==> src/rtl/dw_asymfifo_push_arb.sv <==
// dw_asymfifo_push_arb: round-robin push arbiter that locks the grant for one packed FIFO word; define ASYMARB_GRANT_CNT_EN for per-requester group counters
module dw_asymfifo_push_arb #(
  parameter int num_req = 4,
  parameter int data_in_width = 8,
  parameter int data_out_width = 32,
  parameter int tmo_cycles = 16
) (
  input  logic                               clk,
  input  logic                               rst_n,
  input  logic [num_req-1:0]                 req_n,
  input  logic [num_req*data_in_width-1:0]   req_data,
  output logic [num_req-1:0]                 gnt,
  input  logic                               fifo_full,
  input  logic                               fifo_part_wd,
  output logic                               fifo_push_req_n,
  output logic                               fifo_flush_n,
  output logic [data_in_width-1:0]           fifo_data_in,
  output logic                               flush_evt
`ifdef ASYMARB_GRANT_CNT_EN
  ,
  output logic [num_req*16-1:0]              grant_cnt
`endif
);
  localparam int K = data_out_width > data_in_width ? data_out_width / data_in_width : 1;
  localparam int CW = $clog2(K) + 1;
  localparam int IW = num_req > 1 ? $clog2(num_req) : 1;
  typedef enum logic [1:0] {IDLE, LOCK, FLUSH} state_t;
  state_t state, state_nxt;
  logic [num_req-1:0] gnt_nxt;
  logic [IW-1:0] rr, rr_nxt, owner, owner_nxt, owner_inc, win, idx;
  logic [CW-1:0] beat_cnt, beat_nxt;
  logic [7:0] tmo_cnt, tmo_nxt;
  logic found, push, last_beat, rel;
  assign push = state == LOCK && !req_n[owner] && !fifo_full;
  assign last_beat = beat_cnt == CW'(K - 1);
  assign owner_inc = IW'((int'(owner) + 1) % num_req);
  assign fifo_push_req_n = !push;
  assign flush_evt = state == FLUSH && !fifo_full;
  assign fifo_flush_n = !flush_evt;
  assign rel = (state == LOCK && (push ? last_beat : req_n[owner] && beat_cnt == '0)) || flush_evt;
  // first requester at or above rr, wrapping
  always_comb begin
    found = 1'b0;
    win = rr;
    idx = rr;
    for (int i = 0; i < num_req; i++) begin
      idx = IW'((int'(rr) + i) % num_req);
      if (!found && !req_n[idx]) begin
        found = 1'b1;
        win = idx;
      end
    end
  end
  // one-hot mux of the owner's slice; zero while no grant is held
  always_comb begin
    fifo_data_in = '0;
    for (int i = 0; i < num_req; i++)
      fifo_data_in = fifo_data_in | (req_data[i*data_in_width +: data_in_width] & {data_in_width{gnt[i]}});
  end
  // grant lock, beat counting, idle timeout and hand-off after a group or flush
  always_comb begin
    state_nxt = state;
    gnt_nxt = gnt;
    rr_nxt = rr;
    owner_nxt = owner;
    beat_nxt = beat_cnt;
    tmo_nxt = tmo_cnt;
    case (state)
      IDLE: if (found) begin
        state_nxt = LOCK;
        gnt_nxt = '0;
        gnt_nxt[win] = 1'b1;
        owner_nxt = win;
        beat_nxt = '0;
        tmo_nxt = '0;
      end
      LOCK: if (push) begin
        beat_nxt = beat_cnt + 1'b1;
        tmo_nxt = '0;
      end else if (req_n[owner] && beat_cnt != '0) begin
        tmo_nxt = tmo_cnt + 1'b1;
        state_nxt = int'(tmo_cnt) + 2 >= tmo_cycles ? FLUSH : LOCK;
      end
      default: ;
    endcase
    if (rel) begin
      state_nxt = IDLE;
      gnt_nxt = '0;
      beat_nxt = '0;
      rr_nxt = owner_inc;
    end
  end
  // arbiter state registers
  always_ff @(posedge clk or negedge rst_n)
    if (!rst_n) begin
      state <= IDLE;
      gnt <= '0;
      rr <= '0;
      owner <= '0;
      beat_cnt <= '0;
      tmo_cnt <= '0;
    end else begin
      state <= state_nxt;
      gnt <= gnt_nxt;
      rr <= rr_nxt;
      owner <= owner_nxt;
      beat_cnt <= beat_nxt;
      tmo_cnt <= tmo_nxt;
    end
`ifdef ASYMARB_GRANT_CNT_EN
  logic done;
  assign done = (push && last_beat) || flush_evt;
  // saturating count of committed groups per requester
  always_ff @(posedge clk or negedge rst_n)
    if (!rst_n) grant_cnt <= '0;
    else
      for (int i = 0; i < num_req; i++)
        if (done && owner == IW'(i) && grant_cnt[i*16 +: 16] != 16'hFFFF)
          grant_cnt[i*16 +: 16] <= grant_cnt[i*16 +: 16] + 16'd1;
`endif
  // a half-built word must never outlive a grant, and a flush must have one to commit
  always @(posedge clk)
    if (rst_n) assert ((state != IDLE || !fifo_part_wd) && (state != FLUSH || fifo_part_wd));
endmodule

==> config.mk <==
export PLATFORM = sky130hd
export DESIGN_NAME = dw_asymfifo_push_arb
export DESIGN_NICKNAME = d
export VERILOG_FILES = /design/src/rtl/dw_asymfifo_push_arb.sv
export SDC_FILE = /design/constraint.sdc
export NUM_CORES = 1
export LEC_CHECK = 0
export BUFFER_PORTS_ARGS = -buffer_cell sky130_fd_sc_hd__buf_2
export CORE_MARGIN = 2
export CORE_UTILIZATION = 49
export CTS_CLUSTER_SIZE = 40
export DETAILED_ROUTE_END_ITERATION = 10
export PLACE_DENSITY = 0.79
export SLEW_MARGIN = 20
export SYNTH_ARGS = -nofsm -noshare
export SYNTH_HDL_FRONTEND = slang
export SYNTH_SLANG_ARGS = --single-unit
==> constraint.sdc <==
create_clock -name clk -period 2.5 [get_ports clk]
set_clock_uncertainty 0.2 [all_clocks]
set_input_delay 0.375 -clock clk [delete_from_list [all_inputs] [get_ports clk]]
set_output_delay 0.375 -clock clk [all_outputs]
set_load 0.05 [all_outputs]
==> results by group <==
Route
  – Antenna-violating nets left: 0
  – Detailed-route DRC error count: 0
  – Vias: 1498
  – Via-per-instance ratio: 5.74
  – Post-Route WL: 3520 um
  – DR pass1 iterations: 4
  – First DRT Iteration DRCs: 63
  – DR WL/cell: 13.5 um

Die
  – Die W: 59.6 um
  – Starting density of the core: 50.5%
  – Area of the core: 0.00300 sq mm
  – Die height: 59.6 um
  – Total Die Area: 0.00355 sq mm
  – Top-level port count: 55
  – Number of placement rows: 20

GRT
  – Via count of the first global-routing pass: 1263
  – Total Routing Usage GR: 20.5%
  – Initial antenna violation count: 0
  – First-pass GRT wire length: 5490 um
  – GR Overflow Total: 0
  – Pin count of the biggest net entering global routing: 22

Logic synthesis
  – Number of synthesis warnings: 0
  – Mapped Nets: 222
  – Mapped Area: 0.00152 sq mm
  – Primary flip-flop cell chosen by synthesis mapping: dfrtp_1
  – Synthesized flop and latch total: 21
  – Post-synth EDFFs: 0
  – Post-synth ARST share: 100%
  – Syn Area/Cell: 8.61 sq um
  – Sequential-to-total area share from yosys stat: 34.7%
  – Number of library cell types mapped by synthesis: 43
  – Mapped Cells: 176

Placed design
  – Estimated wirelength of the detail-placed design: 2650 um
  – Post-Place Cell Area: 0.00179 sq mm
  – Final weighted congestion of routability-driven global placement: 0.781
  – Cell count after placement: 255
  – Input/output buffers: 53

Power and ir drop
  – PnR Total Power: 2.18 mW
  – Static leakage: 0.887 nW
  – Maximum resistive drop on vdd: 0.606 mV
  – Power density over the cells: 1190 mW/mm^2

Cells and area
  – Finished layout cell area: 0.00184 sq mm
  – Post-layout instance count excluding filler cells: 261
  – Antenna Cells: 0
  – Share of post-route cells with drive strength above 1: 31.1%
  – Number of nets in the finished design: 275
  – Area growth from synthesis to layout: 21.6%

Setup path
  – Number of buffer and inverter stages on the critical path: 1
  – Kind of capture point of the worst setup path: output pin
  – Startpoint type of the worst setup path: flop
  – Worst path arrival time: 1.84 ns
  – Setup Crit Path Kind: flop to output pin
  – Worst path cell trace: mux4_2, or3_4, buf_2
  – Top fanout value on the critical path: 4
  – Worst path max stage delay: 0.53 ns
  – Master of the slowest instance on the critical path: mux4_2
  – Kind of cell adding the most delay to the critical path: multiplexers
  – CP Data Required Time: 1.92 ns

Clock tree
  – Clock buffer depth: 2
  – Clock insertion delay at the later pin of the skew report: 0.32 ns
  – Number of sinks handled by clock tree synthesis: 21
  – Clock-pin slew reported for the worst setup and hold paths after clock tree synthesis: 0.13 ns
  – Number of buffers created by CTS: 3
  – Clock tree from TritonCTS: yes
  – Buffer cell driving the clock tree root: clkbuf_4
  – H-tree depth: 1

STA
  – Final worst path period share: 96.7%
  – Max Freq: 0.414 GHz
  – Final-report hold violation count: 0
  – Max_slew headroom: 69.2%
  – Unrepaired setup endpoints after global routing: no
  – Crit path time final: 2.42 ns
  – Least-Margin Pin Slew: 0.461 ns
  – Max-slew violations: 0
  – Count of final setup violators: 0
  – Summed negative setup slack over all endpoints: 0 ns

Run
  – Max cap viols: 0

Run status
  – Result of the run: complete, no violations

Hold path
  – Hold/Removal Path Class: input pin to flop
-- report_power, final --
group          switching [mW]  internal, mW  total, mW
combinational           0.962         0.453       1.41
clock                   0.115        0.0611      0.176
sequential              0.162         0.432      0.594
total                    1.24         0.946       2.18
-- synth_stat cells, types with 5 or more instances --
master	n	share of area (%)
o21ai_0	14	4.6
nand2_1	25	6.2
inv_1	9	2.2
a22oi_1	16	7.9
clkbuf_1	7	1.7
ha_1	6	5.0
a21oi_1	8	2.6
o31ai_1	5	2.5
dfrtp_1	21	35
nor2_1	7	1.7
-- cell type report --
cell class	count	area [sq um]
fillers	262	1160
multi-input cells	137	913
flip-flops and latches	21	527
repair buffers	57	298
well taps	33	41.3
inverters	9	33.8
clock buffers	3	22.5
clock inverters	1	7.51
-- worst reg2reg max path: stages, from the launching register on --
cell and delay, ns:
dfrtp_2 0.43, mux4_2 0.53, buf_4 0.19, mux2_4 0.32, o21ai_4 0.20, o21ai_0 0.12, o31ai_1 0.07
-- layout by cell type, fill, tap and decap left out, types with 2 or more instances in the layout --
cell	n
clkbuf_4	3
nand2_1	25
a31oi_1	3
ha_1	6
nand2b_1	4
or3b_1	2
a21oi_1	8
nand4_1	2
o22ai_1	4
o21ai_0	14
buf_2	53
a22oi_1	16
o31ai_1	5
inv_1	9
xnor2_1	2
and3_1	4
nor2_1	7
nor2b_1	3
and4_1	2
buf_4	3
nor3_1	2
nand3_1	2
or3_1	2
a311oi_1	2
o21ai_2	4
dfrtp_1	20
nand3b_1	2
-- repair_timing --
action / 4_1_cts / 5_1_grt
gates cloned: 0 / 0
gates resized for setup: 0 / 1
pin swaps: 0 / 0
hold buffers: 1 / 0
setup endpoints to repair: 1 / 1
hold endpoints to repair: 21 / 0
setup buffers: 1 / 0
-- path summary, 6_finish.rpt --
| kind | from | end | slack [ns] | depth (start not counted) |
|---|---|---|---|---|
| worst max-delay path | owner[0] | fifo_push_req_n | 0.08 | 3 |
| worst min-delay path | fifo_full | beat_cnt[0] | 0.31 | 4 |
| worst max register to register | owner[0] | tmo_cnt[3] | 0.35 | 6 |
| worst min register to register | beat_cnt[0] | beat_cnt[0] | 0.32 | 1 |
| max in group asynchronous | rst_n | owner[0] | 1.44 | 2 |
| min in group asynchronous | rst_n | tmo_cnt[2] | 0.33 | 2 |
-- stage by stage --
stage	worst slack [ns]	hold WS [ns]	util, %
2_1_floorplan	0.365	-0.121	-
3_3_place_gp	0.222	0.156	59.8
3_5_place_dp	0.223	0.158	59.8
4_1_cts	0.0382	0.315	61.3
5_1_grt	0.0257	0.326	61.4
6_report	0.0819	0.313	61.4
-- state kept, by name, indices dropped and copies added (netlist names) --
name,flops
beat_cnt,3
state,2
rr,2
tmo_cnt,8
gnt,4
owner,2
-- routing by layer --
layer  vias up  global-route usage (%)  share of wire [%]
li1        761                       -                  -
met1       671                    26.2                 47
met2        61                    36.3                 45
met3         5                    2.62                6.9
met4         0                    5.71                1.1
met5         -                       0                  0
-- logic make-up after synthesis --
kind of cell,Yosys count,share of synthesized area [%]
AOI/OAI and AO/OA,64,29.2
xor gates and xnor gates,2,1.16
adders and majority gates,6,4.95
buffers and inverters,18,5.04
DFF,21,34.7
muxes,4,3.88
and+or+nand+nor,61,21.1
No activity file was read; power rests on OpenSTA's default activity.
